**src/rtl/regfile_wr_arbiter.sv**
```systemverilog
// Purpose     : shares the register file's single write port between ALU writeback (req0) and
//               load writeback (req1) using one buffer per requester and a round-robin pick.
// Latency     : accept -> register-file write in 2 edges when uncontended; 1 write/cycle aggregate.
// Backpressure: reqN_ready drops only while buffer N holds a write that is not granted this cycle.
//               The output stage never stalls, because the register file always accepts.
// Ports:
//   clk, rst_n                clock and asynchronous active-low reset
//   reqN_valid/ready/reg/data requester N handshake, destination register and write data
//   wr_en, wr_reg, wr_data    registered write port driving the register file
//   last_grant                requester granted most recently
//   pend_mask                 one bit per register; set while a write to it is buffered or in flight
module regfile_wr_arbiter #(
  parameter int DATA_W    = 32,
  parameter int ADDR_W    = 5,
  parameter bit ZERO_SKIP = 1'b1
) (
  input  logic                     clk,
  input  logic                     rst_n,
  input  logic                     req0_valid,
  output logic                     req0_ready,
  input  logic [ADDR_W-1:0]        req0_reg,
  input  logic [DATA_W-1:0]        req0_data,
  input  logic                     req1_valid,
  output logic                     req1_ready,
  input  logic [ADDR_W-1:0]        req1_reg,
  input  logic [DATA_W-1:0]        req1_data,
  output logic                     wr_en,
  output logic [ADDR_W-1:0]        wr_reg,
  output logic [DATA_W-1:0]        wr_data,
  output logic                     last_grant,
  output logic [(2**ADDR_W)-1:0]   pend_mask
);

  logic              buf_vld0, buf_vld1;
  logic [ADDR_W-1:0] buf_reg0, buf_reg1;
  logic [DATA_W-1:0] buf_data0, buf_data1;
  logic              rr_ptr;
  logic              grant0, grant1;
  logic              acc0, acc1;
  logic [ADDR_W-1:0] sel_reg;
  logic [DATA_W-1:0] sel_data;

  // A write to register 0 is swallowed when ZERO_SKIP is set: it still flows through the
  // buffer and arbitration, so ordering is unaffected, but it never raises wr_en or pend_mask.
  function automatic logic is_real_write(input logic [ADDR_W-1:0] r);
    return !(ZERO_SKIP && (r == '0));
  endfunction

  // The round-robin pointer always points away from the last winner, so it is kept as the
  // inverse of last_grant instead of in a second flop that could drift out of step.
  assign rr_ptr = ~last_grant;

  assign grant0 = buf_vld0 & (~buf_vld1 | (rr_ptr == 1'b0));
  assign grant1 = buf_vld1 & (~buf_vld0 | (rr_ptr == 1'b1));

  // Ready is a function of state and reset only, so a buffer being drained can be refilled
  // on the same edge without any combinational path from valid.
  assign req0_ready = rst_n & (~buf_vld0 | grant0);
  assign req1_ready = rst_n & (~buf_vld1 | grant1);

  assign acc0 = req0_valid & req0_ready;
  assign acc1 = req1_valid & req1_ready;

  assign sel_reg  = grant0 ? buf_reg0  : buf_reg1;
  assign sel_data = grant0 ? buf_data0 : buf_data1;

  always_ff @(posedge clk or negedge rst_n) begin
    if (!rst_n) begin
      buf_vld0  <= 1'b0;
      buf_reg0  <= '0;
      buf_data0 <= '0;
    end else if (acc0) begin
      buf_vld0  <= 1'b1;
      buf_reg0  <= req0_reg;
      buf_data0 <= req0_data;
    end else if (grant0) begin
      buf_vld0  <= 1'b0;
    end
  end

  always_ff @(posedge clk or negedge rst_n) begin
    if (!rst_n) begin
      buf_vld1  <= 1'b0;
      buf_reg1  <= '0;
      buf_data1 <= '0;
    end else if (acc1) begin
      buf_vld1  <= 1'b1;
      buf_reg1  <= req1_reg;
      buf_data1 <= req1_data;
    end else if (grant1) begin
      buf_vld1  <= 1'b0;
    end
  end

  // Output stage: without a grant only wr_en drops; wr_reg/wr_data keep their last values.
  always_ff @(posedge clk or negedge rst_n) begin
    if (!rst_n) begin
      wr_en      <= 1'b0;
      wr_reg     <= '0;
      wr_data    <= '0;
      last_grant <= 1'b1;
    end else if (grant0 | grant1) begin
      wr_en      <= is_real_write(sel_reg);
      wr_reg     <= sel_reg;
      wr_data    <= sel_data;
      last_grant <= grant1;
    end else begin
      wr_en      <= 1'b0;
    end
  end

  always_comb begin
    pend_mask = '0;
    if (buf_vld0 && is_real_write(buf_reg0)) pend_mask[buf_reg0] = 1'b1;
    if (buf_vld1 && is_real_write(buf_reg1)) pend_mask[buf_reg1] = 1'b1;
    if (wr_en)                               pend_mask[wr_reg]   = 1'b1;
  end

endmodule

```
**config.mk**
```make
export PLATFORM = sky130hd
export DESIGN_NAME = regfile_wr_arbiter
export DESIGN_NICKNAME = d
export VERILOG_FILES = /design/src/rtl/regfile_wr_arbiter.sv
export SDC_FILE = /design/constraint.sdc
export NUM_CORES = 1
export LEC_CHECK = 0
export ABC_AREA = 1
export CELL_PAD_IN_SITES_DETAIL_PLACEMENT = 0
export CELL_PAD_IN_SITES_GLOBAL_PLACEMENT = 2
export CORE_MARGIN = 2
export CORE_UTILIZATION = 27
export CTS_CLUSTER_SIZE = 30
export DETAILED_ROUTE_END_ITERATION = 8
export GPL_ROUTABILITY_DRIVEN = 0
export GPL_TIMING_DRIVEN = 0
export MAX_ROUTING_LAYER = met4
export PLACE_DENSITY = 0.8
export SLEW_MARGIN = 5
export SYNTH_ARGS = -nofsm -noshare
export SYNTH_HDL_FRONTEND = slang
export SYNTH_SLANG_ARGS = --single-unit
```
**constraint.sdc**
```tcl
create_clock -name clk -period 1.9 [get_ports clk]
set_input_delay 0.38 -clock clk [delete_from_list [all_inputs] [get_ports clk]]
set_output_delay 0.38 -clock clk [all_outputs]
set_load 0.02 [all_outputs]
```
==> flow_metrics.env <==
export IMPL_outcome="complete, but fails checks"
export IMPL_violations="negative hold slack, negative setup slack"
export IMPL_antenna_found_initial=1
export IMPL_drt_iter0_markers=218
export IMPL_worst_setup_path_start_kind="flop"
export IMPL_max_stage_delay_ns=0.44
export IMPL_worstPathMaxFanout=4
export IMPL_netlist_area_mm2=0.00550
export IMPL_worstSetupPathType="reg -> out"
export IMPL_syn_nets=770
export IMPL_async_flop_share=1.00
export IMPL_overflow=0
export IMPL_grt_pass1_wl_um=31900
export IMPL_die_area_mm2=0.0215
export IMPL_h_tree_depth=4
export IMPL_cp_slowest_cell="dfrtp_2"
export IMPL_dpl_worst_slack_ns=-0.860
export IMPL_ir_drop_uv=668
export IMPL_setup_viol=32
export IMPL_met3_usage=0.0425
export IMPL_core_mm2=0.0201
export IMPL_clk_latency_ns=0.43
export IMPL_worstReg2RegEnd="buf_data0[22]"
export IMPL_fillers=2007
export IMPL_fin_crit_ns=2.06
export IMPL_gr_usage_met2=0.309
export IMPL_wl_um=20200
export IMPL_cts_root_buffer="clkbuf_16"
export IMPL_rows=52
export IMPL_clk_pin_slew_ns=0.06
export IMPL_synth_main_ff_cell="dfrtp_1"
export IMPL_cts_made_buffers=17
export IMPL_post_drt_wl_per_cell_um=16.8
export IMPL_reg2reg_setup_slack_ns=0.10
export IMPL_yosysSeqAreaShare=0.523
export IMPL_drive_gt1_frac=0.273
export IMPL_io_pins=151
export IMPL_ant_nets=0
export IMPL_synth_seq_cells=115
export IMPL_tightestPinTransition_ns=0.659
export IMPL_syn_to_final_growth_pct=62.4
export IMPL_grt_use_met1=0.254
export IMPL_fin_skew_ns=0.0230
export IMPL_die_w_um=147
export IMPL_rsz0062_at_grt="true"
export IMPL_hold_viol_final=1
export IMPL_p_leak_nw=4.15
export IMPL_slew_viol_final=0
export IMPL_start_util=0.274
export IMPL_rr_worst_depth=12
export IMPL_required_ns=1.52
export IMPL_port_buffers=148
export IMPL_endpoint_kind="output port"
export IMPL_first_global_vias=5830
export IMPL_track_usage=0.197
export IMPL_vias_per_cell=4.71
export IMPL_setup_ws_ns=-0.162
export IMPL_drc=0
export IMPL_cts_tree="built"
export IMPL_power_density_mw_per_mm2=1040
export IMPL_synth_distinct_cells=23
export IMPL_hold_class="in -> async"
export IMPL_syn_area_per_cell_um2=7.95
export IMPL_drt_first_pass_iters=4
export IMPL_r2r_start="buf_vld0"
export IMPL_reg_top3="buf_data0: 32 flops, buf_data1: 32 flops, wr_data: 32 flops"
export IMPL_die_h_um=147
export IMPL_grt_busiest_layer="met2"
export IMPL_clock_fmax_ghz=0.485
export IMPL_crit_family="flip-flops"
export IMPL_synth_edf_count=0
export IMPL_cts_sinks=115
export IMPL_cp_cell_sequence="buf_12 -> nor3_4 -> nand2_1 -> o211ai_1 -> buf_4"
export IMPL_finalPower_mw=9.33
export IMPL_maxCapViolCount=0
export IMPL_hpwlAfterDp_um=13800
export IMPL_cts_buffer_depth=2
export IMPL_syn_inst=692
export IMPL_grt_max_degree=44
export IMPL_max_slew_margin_rel=0.561
export IMPL_hold_ws_ns=-0.000166
export IMPL_cp_buffers_inverters=2
export IMPL_fin_crit_sh=1.09
export IMPL_ys_warnings_count=0
export IMPL_finalNetCount=995
export IMPL_vias=5653
export IMPL_arrival_ns=1.68
area by class of cell:
class                   count  area, µm²  share of cell area
repair buffers            207       1990               0.223
multi-input cells         498       2690               0.301
diodes                      1       2.50            0.000280
inverters                  38        183              0.0204
well taps                 270        338              0.0378
clock inverters            14        154              0.0172
plain buffers              40        254              0.0284
clock buffers              18        429              0.0480
flip-flops and latches    115       2890               0.323
power by group:
part / switching, mW / leakage, nW / internal [mW]
Sequential: 0.318 / 1.37 / 2.91
Combinational: 1.66 / 2.49 / 1.27
Clock: 1.24 / 0.283 / 1.95
tightest hold or removal path, delay by kind of cell:
family	cells	cell delay (ns)
buf+inv	3	0.40
worst max path at each step:
stage | end | start | depth (start not counted) | slack [ns]
after global placement | req0_ready | rst_n | 5 | -5.07
after floorplan | pend_mask[0] | wr_reg[1] | 3 | 0.13
final | pend_mask[5] | buf_reg0[4] | 5 | -0.16
after detailed placement | req0_ready | rst_n | 6 | -0.86
after global routing | pend_mask[15] | buf_reg0[4] | 6 | -0.22
after CTS | pend_mask[30] | buf_reg0[2] | 7 | -0.15
Yosys cell counts, types with 2 or more instances:
cell,instances,area share
dfrtp_1,114,0.52
o211ai_1,12,0.016
nor3_1,10,0.0091
o221ai_1,16,0.025
buf_2,26,0.024
nand2_2,3,0.0034
nand4_1,3,0.0034
inv_2,4,0.0027
nand2_1,228,0.16
nor2_1,46,0.031
nand3_1,92,0.084
a21oi_1,75,0.068
inv_1,34,0.023
nor3_2,2,0.0036
o21ai_0,7,0.0064
clkbuf_1,10,0.0068
buf_4,4,0.0055
cells by family (layout without fill, tap and decap cells):
logic type,after synthesis,in the layout,synth area share
other,0,1,0
buffers and inverters,79,317,0.0639
DFF,115,115,0.523
and+or+nand+nor,387,387,0.295
AOI/OAI and AO/OA,111,111,0.118
through the flow:
stage               hold WS (ns)  cells  instance area (µm²)  utilization  setup TNS [ns]
finish                 -0.000166   1201                 8930        0.444           -2.85
global route              0.0121   1201                 8930        0.444           -5.20
CTS                       0.0109   1187                 8680        0.432           -3.14
detailed placement         0.287   1111                 7350        0.366          -25.55
global placement           0.455   1110                 7320        0.364         -858.63
floorplan                 0.0844    692                 5500            -               0
timing repair:
action	4_1_cts	5_1_grt
pin swaps	43	15
endpoints found under the hold margin	31	0
setup endpoints to repair	36	36
hold buffers	3	0
cloned	1	0
gates resized for setup	306	44
setup buffers	41	13
cell usage in the layout (no fill, tap or decap), types with 3 or more instances in the layout:
cell,Yosys,final
nor3_4,0,11
nand3_2,0,7
nand2_2,3,13
buf_4,4,75
buf_6,1,21
nand3_4,0,8
a21oi_1,75,75
o221ai_2,0,13
nor2_1,46,45
inv_6,0,5
clkbuf_1,10,10
nand2_4,1,3
clkbuf_16,0,17
nand2_1,228,216
o21ai_0,7,7
o211ai_1,12,12
dfrtp_2,0,8
clkinv_2,0,3
buf_2,26,20
o221ai_1,16,3
buf_12,0,5
dfrtp_1,114,106
inv_2,4,15
inv_4,0,9
clkinv_4,0,3
clkdlybuf4s50_1,0,106
nand4_1,3,3
nand3_1,92,77
dlygate4sd2_1,0,3
inv_1,34,11
routing by layer:
layer / share of wire / vias to the layer above
li1: - / 2765
met1: 0.46 / 2682
met2: 0.47 / 179
met3: 0.053 / 27
met4: 0.019 / 0
met5: 0 / -
No activity file was read; power rests on OpenSTA's default activity.
